File: config.mk
export PLATFORM = sky130hd
export DESIGN_NAME = mac_dot_driver
export DESIGN_NICKNAME = d
export VERILOG_FILES = /design/src/rtl/mac_dot_driver.sv
export SDC_FILE = /design/constraint.sdc
export NUM_CORES = 1
export LEC_CHECK = 0
export BUFFER_PORTS_ARGS = -buffer_cell sky130_fd_sc_hd__buf_2
export CORE_MARGIN = 2
export CORE_UTILIZATION = 54
export CTS_CLUSTER_DIAMETER = 80
export DETAILED_ROUTE_END_ITERATION = 16
export GPL_ROUTABILITY_DRIVEN = 1
export PLACE_DENSITY_LB_ADDON = 0.12
export SLEW_MARGIN = 5
export SYNTH_ARGS = -nofsm -noshare
export SYNTH_HDL_FRONTEND = slang
export SYNTH_SLANG_ARGS = --single-unit
export TNS_END_PERCENT = 10
File: constraint.sdc
create_clock -name clk -period 3.05 [get_ports clk]
set_input_delay 0.305 -clock clk [delete_from_list [all_inputs] [get_ports clk]]
set_output_delay 0.305 -clock clk [all_outputs]
set_load 0.005 [all_outputs]
File: src/rtl/mac_dot_driver.sv
// Dot-product initiator for a mac_pipeline: walks a local operand buffer, issues one
// MAC transaction per element and chains each response back as the next accumulator.
module mac_dot_driver #(
    parameter int DW      = 8,
    parameter int AW      = 32,
    parameter int MAX_LEN = 16,
    parameter int LW      = 5,
    parameter int TIMEOUT = 64
) (
    input  logic                       clk,
    input  logic                       rst,
    input  logic                       ld_en,
    input  logic [$clog2(MAX_LEN)-1:0] ld_addr,
    input  logic [DW-1:0]              ld_a,
    input  logic [DW-1:0]              ld_b,
    input  logic                       start,
    input  logic [LW-1:0]              len,
    input  logic [AW-1:0]              init_acc,
    output logic                       busy,
    output logic                       done,
    output logic [AW-1:0]              result,
    output logic                       err,
    output logic                       mac_in_valid,
    output logic [DW-1:0]              mac_a,
    output logic [DW-1:0]              mac_b,
    output logic [AW-1:0]              mac_acc,
    input  logic                       mac_out_valid,
    input  logic [AW-1:0]              mac_y
);

    localparam int IW = $clog2(MAX_LEN);
    localparam int TW = $clog2(TIMEOUT + 1);
    localparam logic [LW-1:0] MAX_LEN_L = LW'(MAX_LEN);

    typedef enum logic [1:0] {IDLE, ISSUE, WAIT, FINISH} state_t;

    state_t        state;
    logic [DW-1:0] buf_a [MAX_LEN];
    logic [DW-1:0] buf_b [MAX_LEN];
    logic [LW-1:0] len_reg;
    logic [LW-1:0] idx;
    logic [LW-1:0] len_clamped;
    logic [AW-1:0] acc_reg;
    logic [TW-1:0] tcnt;

    always_comb begin
        len_clamped = (len > MAX_LEN_L) ? MAX_LEN_L : len;
    end

    // NOTE: the operand buffer has no reset; its contents are only meaningful once loaded,
    // and leaving it out of reset lets it map onto plain RAM.
    always_ff @(posedge clk) begin
        if (ld_en && !busy && state == IDLE) begin
            buf_a[ld_addr] <= ld_a;
            buf_b[ld_addr] <= ld_b;
        end
    end

    // NOTE: all state is updated with non-blocking assignments so every register samples
    // the pre-edge values, independent of statement order.
    always_ff @(posedge clk) begin
        if (rst) begin
            state        <= IDLE;
            busy         <= 1'b0;
            done         <= 1'b0;
            err          <= 1'b0;
            mac_in_valid <= 1'b0;
            mac_a        <= '0;
            mac_b        <= '0;
            mac_acc      <= '0;
            result       <= '0;
            acc_reg      <= '0;
            len_reg      <= '0;
            idx          <= '0;
            tcnt         <= '0;
        end else begin
            done         <= 1'b0;
            err          <= 1'b0;
            mac_in_valid <= 1'b0;
            case (state)
                IDLE: begin
                    // busy still high here means this is the done/err cycle; start is ignored
                    busy <= 1'b0;
                    if (mac_out_valid) err <= 1'b1;
                    if (start && !busy) begin
                        acc_reg <= init_acc;
                        idx     <= '0;
                        len_reg <= len_clamped;
                        busy    <= 1'b1;
                        state   <= (len_clamped == '0) ? FINISH : ISSUE;
                    end
                end
                ISSUE: begin
                    if (mac_out_valid) err <= 1'b1;
                    mac_in_valid <= 1'b1;
                    mac_a        <= buf_a[idx[IW-1:0]];
                    mac_b        <= buf_b[idx[IW-1:0]];
                    mac_acc      <= acc_reg;
                    tcnt         <= '0;
                    state        <= WAIT;
                end
                WAIT: begin
                    if (mac_out_valid) begin
                        acc_reg <= mac_y;
                        idx     <= idx + LW'(1);
                        state   <= (idx + LW'(1) == len_reg) ? FINISH : ISSUE;
                    end else if (tcnt == TW'(TIMEOUT - 1)) begin
                        // abandon the sequence; busy drops after this err cycle
                        err   <= 1'b1;
                        state <= IDLE;
                    end else begin
                        tcnt <= tcnt + TW'(1);
                    end
                end
                FINISH: begin
                    if (mac_out_valid) err <= 1'b1;
                    result <= acc_reg;
                    done   <= 1'b1;
                    state  <= IDLE;
                end
                default: state <= IDLE;
            endcase
        end
    end

endmodule

======== Word-level counts from Yosys, hierarchy flattened ========
Memories as Yosys holds them, arrays and structs flattened. A register that Yosys moved wholly into a read port is not among the register bits.
Cells that the tools add are included.
Widths: inputs -> output; s select.
word-level totals
  flip-flop bits (word level) ............. 119
  latch bits .............................. 0
  memory bits (writable) .................. 256
  ROM bits ................................ 0
  bits of input ports ..................... 94
  word-level logic and storage cells ...... 64
  memories ................................ 2
operators by class
  add/subtract/negate cells ............... 2
  $mul .................................... 0
  divide/modulo/power cells ............... 0
  $lt $le $gt $ge ......................... 1
  equal/unequal tests ..................... 10
  shift operators ......................... 0
  muxes and demuxes ....................... 25
  bitwise operators ....................... 0
  reduce and logical (&&, ||, !) cells .... 13
memories
  name   depth  bits a word  read ports  clocked after memory_dff  write ports  line  RTL
  buf_a  16     8            1           1                         1            38    logic [DW-1:0] buf_a [MAX_LEN];
  buf_b  16     8            1           1                         1            39    logic [DW-1:0] buf_b [MAX_LEN];
operator list
  kind                 count
  $mux 32              2
  $pmux 32 s2          1
  $mux 5               3
  $mux 7               2
  $pmux 7 s2           1
  $mux 2               5
  $pmux 5 s2           1
  $mux 1               8
  $pmux 2 s4           1
  $add 7x1->7 const B  1
  $eq 7x6->1 const B   1
  $ne 2x2->1 const B   3
  $reduce_and 3->1     2
  $add 5x1->5 const B  1
  $eq 5x5->1           1
  $gt 5x5->1 const B   1
  $logic_not 5->1      1
  $eq 2x2->1 const B   2
  $reduce_and 2->1     2
  $reduce_bool 2->1    2
  $logic_and 1x1->1    3
  $ne 3x3->1 const B   1
  $reduce_or 3->1      1
  $eq 2x1->1 const B   1
  4 further kinds      4

======== Depth between registers and ports, before layout ========
  word-level depth ........................ 6
  mapped depth ............................ 7
  mapped depth without buffers ............ 6

======== Least setup slack after synthesis ========
OpenSTA, ideal clock, no wires.
  path kind ............................... register to register
  start ................................... reg state[1]
  end ..................................... mem buf_a[0][0], enable pin
  data arrival time ....................... 2.331 ns
  data required time ...................... 2.641 ns
  slack ................................... 0.309 ns
  cell stages (with the launch flop) ...... 6
  buffers on the path ..................... 1
  clock period less this slack ............ 2.741 ns
  cell sequence ........................... dfxtp_1 > buf_2 > nor3_2 > nand2_1 > or3_1 > nor3_1
on the way
  cells in the longest elaborated chain, start to end .. 4
RTL lines
  what                          line  RTL
  start, declared               37    state_t state;
  start signal, assigned        90    state <= (len_clamped == '0) ? FINISH : ISSUE;
  start signal, assigned        106   state <= (idx + LW'(1) == len_reg) ? FINISH : ISSUE;
  $logic_not 2->1               53    if (ld_en && !busy && state == IDLE) begin
  $logic_and 1x1->1             53
  $mux 1                        53
  $mux 1 (implied by the code)  54    buf_a[ld_addr] <= ld_a;
  end, declared                 38
Every way passes these cells.

======== Final worst setup path ========
  start ................................... reg state[1]
  end ..................................... mem buf_a[12][2], enable pin
The elaborated chain is that of the path after synthesis.

==> metrics.csv <==
stage;metric;value;unit
worst_setup_path;r2r_end;buf_a[12][2];
worst_setup_path;end_kind;flip-flop;
cts;cts_buffers;40;
cells_and_area;fillCellCount;2141;
pwr;p_per_area;643;nW/um^2
cts;post_cts_buffers;0;
worst_setup_path;endpoint;buf_a[12][2];
synth;syn_nets;1228;
worst_setup_path;r2r-start;state[1];
worst_setup_path;crit_path_cell_trace;nor3_2, nand4_1, nor3_2, buf_4;
cts;tritoncts;done;
die;die_area;29200;sq um
cts;cts_resized;0;
detailed_routing;dr.pass1.iters;7;
detailed_routing;ant_nets;0;
worst_setup_path;required;3.26;ns
worst_setup_path;crit_family;simple AND/OR/NAND/NOR gates;
global_routing;grt_max_degree;85;
worst_setup_path;critPathArrivalTime;2.63;ns
synth;async_flop_share;0;%
worst_setup_path;crit_slowest_cell;nor3_2;
synth;synth-edff-count;256;
cts;h-tree-depth;2;
worst_setup_path;cpPeakStageDelay;0.55;ns
place;hpwl;22500;um
worst_setup_path;path_common_cell;nor3_2;
synth;netlist.area_leader.share;51.1;%
timing;fin_skew;0.0178;ns
cells_and_area;area.sequential;10400;sq um
worst_setup_path;path_max_fanout;13;
die;die_h;171;um
worst_setup_path;ff2ff_setup_slack;0.63;ns
worst_setup_path;critical_path_class;reg -> reg;
global_routing;antenna_found_initial;0;
timing;min_period;2.42;ns
worst_setup_path;r2r_cells;4;
detailed_routing;wirelength;35600;um
synth;synth_cells;1132;
timing;worst_slew_pin_slew;0.869;ns
detailed_routing;dr.first_iter.drc_count;985;
cts;clock_path_buffers;3;
worst_setup_path;cp_num_cells;4;
global_routing;grt_pass1_vias;9263;
cells_and_area;area_growth;18.4;%
place;gp_congestion;0.809;
cells_and_area;stdcell_count;1723;
die;start_util;54.5;%
hold_path;hold_class;in -> reg;
cells_and_area;drive_above_1_share;24.9;%
place;placed_cells;1652;
synth;synth_area_leaders;edfxtp_1 (51%), dfxtp_1 (18%), nand2_1 (5.5%);
cells_and_area;nNetsFinal;1412;
synth;synth_seq_cells;391;
cells_and_area;layout_common_cells;edfxtp_1 (256), nand2_1 (220), buf_2 (176);
detailed_routing;via_count;9764;
cts;cts_root_buffer;clkbuf_16;
synth;ys_warn_count;0;
cts;cts.sinks;391;
synth;synth_flop_cell;edfxtp_1;
cells_and_area;multi_input_area;4330;sq um
timing;max-slew-margin-rel;41.8;%
synth;yosysSeqAreaShare;69.0;%
pwr;finalPower;11500;uW
die;core_area;27600;sq um
worst_setup_path;critPathLaunchType;flip-flop;
timing;slew_viol_final;0;
cts;insertion_delay;0.52;ns
run;cap_violations;0;
detailed_routing;via_per_inst;5.67;
place;portBuffers;177;
cells_and_area;reg_top3;buf_a (128), buf_b (128);
timing;post-route-period-util;79.3;%
cells_and_area;layout_commonest_cell;edfxtp_1;
timing;finalHoldViolations;0;
synth;yosysTopAreaCell;edfxtp_1;
timing;rsz0062_at_grt;no;
die;row_count;61;
global_routing;grt.overflow.total;0;
global_routing;grt_util_all_layers;24.1;%
detailed_routing;drc;0;
cts;clk_pin_slew;0.06;ns
synth;avgSynthCellArea;13.3;sq um
cts;cts_hold_buf;0;
cells_and_area;final_util;64.5;%
cells_and_area;antenna_cells;0;
die;die_w;171;um
status;status;finished, final reports clean;
global_routing;grt_pass1_wl;53100;um
timing;setup_viol;0;
pwr;p_leak;0.00624;uW
pwr;peakVddDrop;0.000483;V
timing;setup_tns;0;ns
timing;max_freq;414;MHz
synth;ys_types;52;
worst_setup_path;startpoint;state[1];
die;io-pin-count;178;
detailed_routing;avgRoutedWirePerCell;20.7;um
worst_setup_path;crit_buf_inv;1;
synth;netlist_area;15000;sq um
[Yosys cell counts, types with 6 or more instances]
library cell / count
mux4_2: 28
a311oi_1: 33
nand2_1: 220
o21ai_1: 11
a22oi_1: 11
mux2_2: 7
a21oi_1: 93
nand3_1: 9
a221oi_1: 7
mux2i_1: 61
a221o_1: 6
clkbuf_1: 39
nor2_1: 67
nor3_1: 10
a32oi_1: 8
buf_2: 18
nor2b_1: 20
edfxtp_1: 256
dfxtp_1: 135
a211oi_1: 16
buf_4: 9
[layer usage]
metal  track usage [%]  vias up  wire (um)
met3              4.02       64       2490
met2              39.1      370      16800
met4              6.60        0        712
li1                  -     4571          -
met1              34.2     4759      15600
met5                 0        -          0
[cell type report]
cell class	count	area share [%]
inverters	1	0.0211
repair buffers	218	6.92
clock buffers	51	6.19
flip-flops and latches	391	58.4
clock inverters	20	1.55
well taps	378	2.65
multi-input cells	664	24.3
[worst reg2reg max path: stages, from the launching register on]
cell and delay [ns]:
dfxtp_1 0.43, nor3_2 0.55, nand4_1 0.35, nor3_2 0.45, buf_4 0.32
[cells by family after synthesis]
logic type | Yosys count | synth area share, %
multiplexers | 96 | 8.77
flip-flops | 391 | 69.0
XOR/XNOR | 7 | 0.407
AO/OA/AOI/OAI | 205 | 9.13
adder cells (fa/ha/maj) | 2 | 0.166
AND/OR/NAND/NOR | 354 | 9.94
buffers and inverters | 77 | 2.54
[metrics by stage]
| step | hold slack (ns) | area, sq um | setup slack [ns] |
|---|---|---|---|
| 2_1_floorplan | 0.396 | 15000 | 0.309 |
| 3_3_place_gp | 0.440 | 16400 | 0.805 |
| 3_5_place_dp | 0.444 | 16400 | 0.720 |
| 4_1_cts | 0.0292 | 17800 | 0.689 |
| 5_1_grt | 0.0424 | 17800 | 0.506 |
| 6_report | 0.0463 | 17800 | 0.632 |
[how the worst min path moves through the flow]
stage | cells past startpoint | to | startpoint
after floorplan | 1 | mac_in_valid | rst
after global placement | 2 | result[14] | result[14]
after detailed placement | 2 | mac_acc[26] | mac_acc[26]
after CTS | 3 | acc_reg[2] | mac_y[2]
after global routing | 3 | acc_reg[12] | mac_y[12]
final | 3 | acc_reg[2] | mac_y[2]
[power breakdown]
| group | internal [uW] | total (uW) | switching (uW) |
|---|---|---|---|
| Clock | 3140 | 5070 | 1920 |
| Sequential | 5760 | 5840 | 78.2 |
| Combinational | 193 | 554 | 361 |
| Total | 9100 | 11500 | 2360 |
Power figures use the tool's default switching activity.
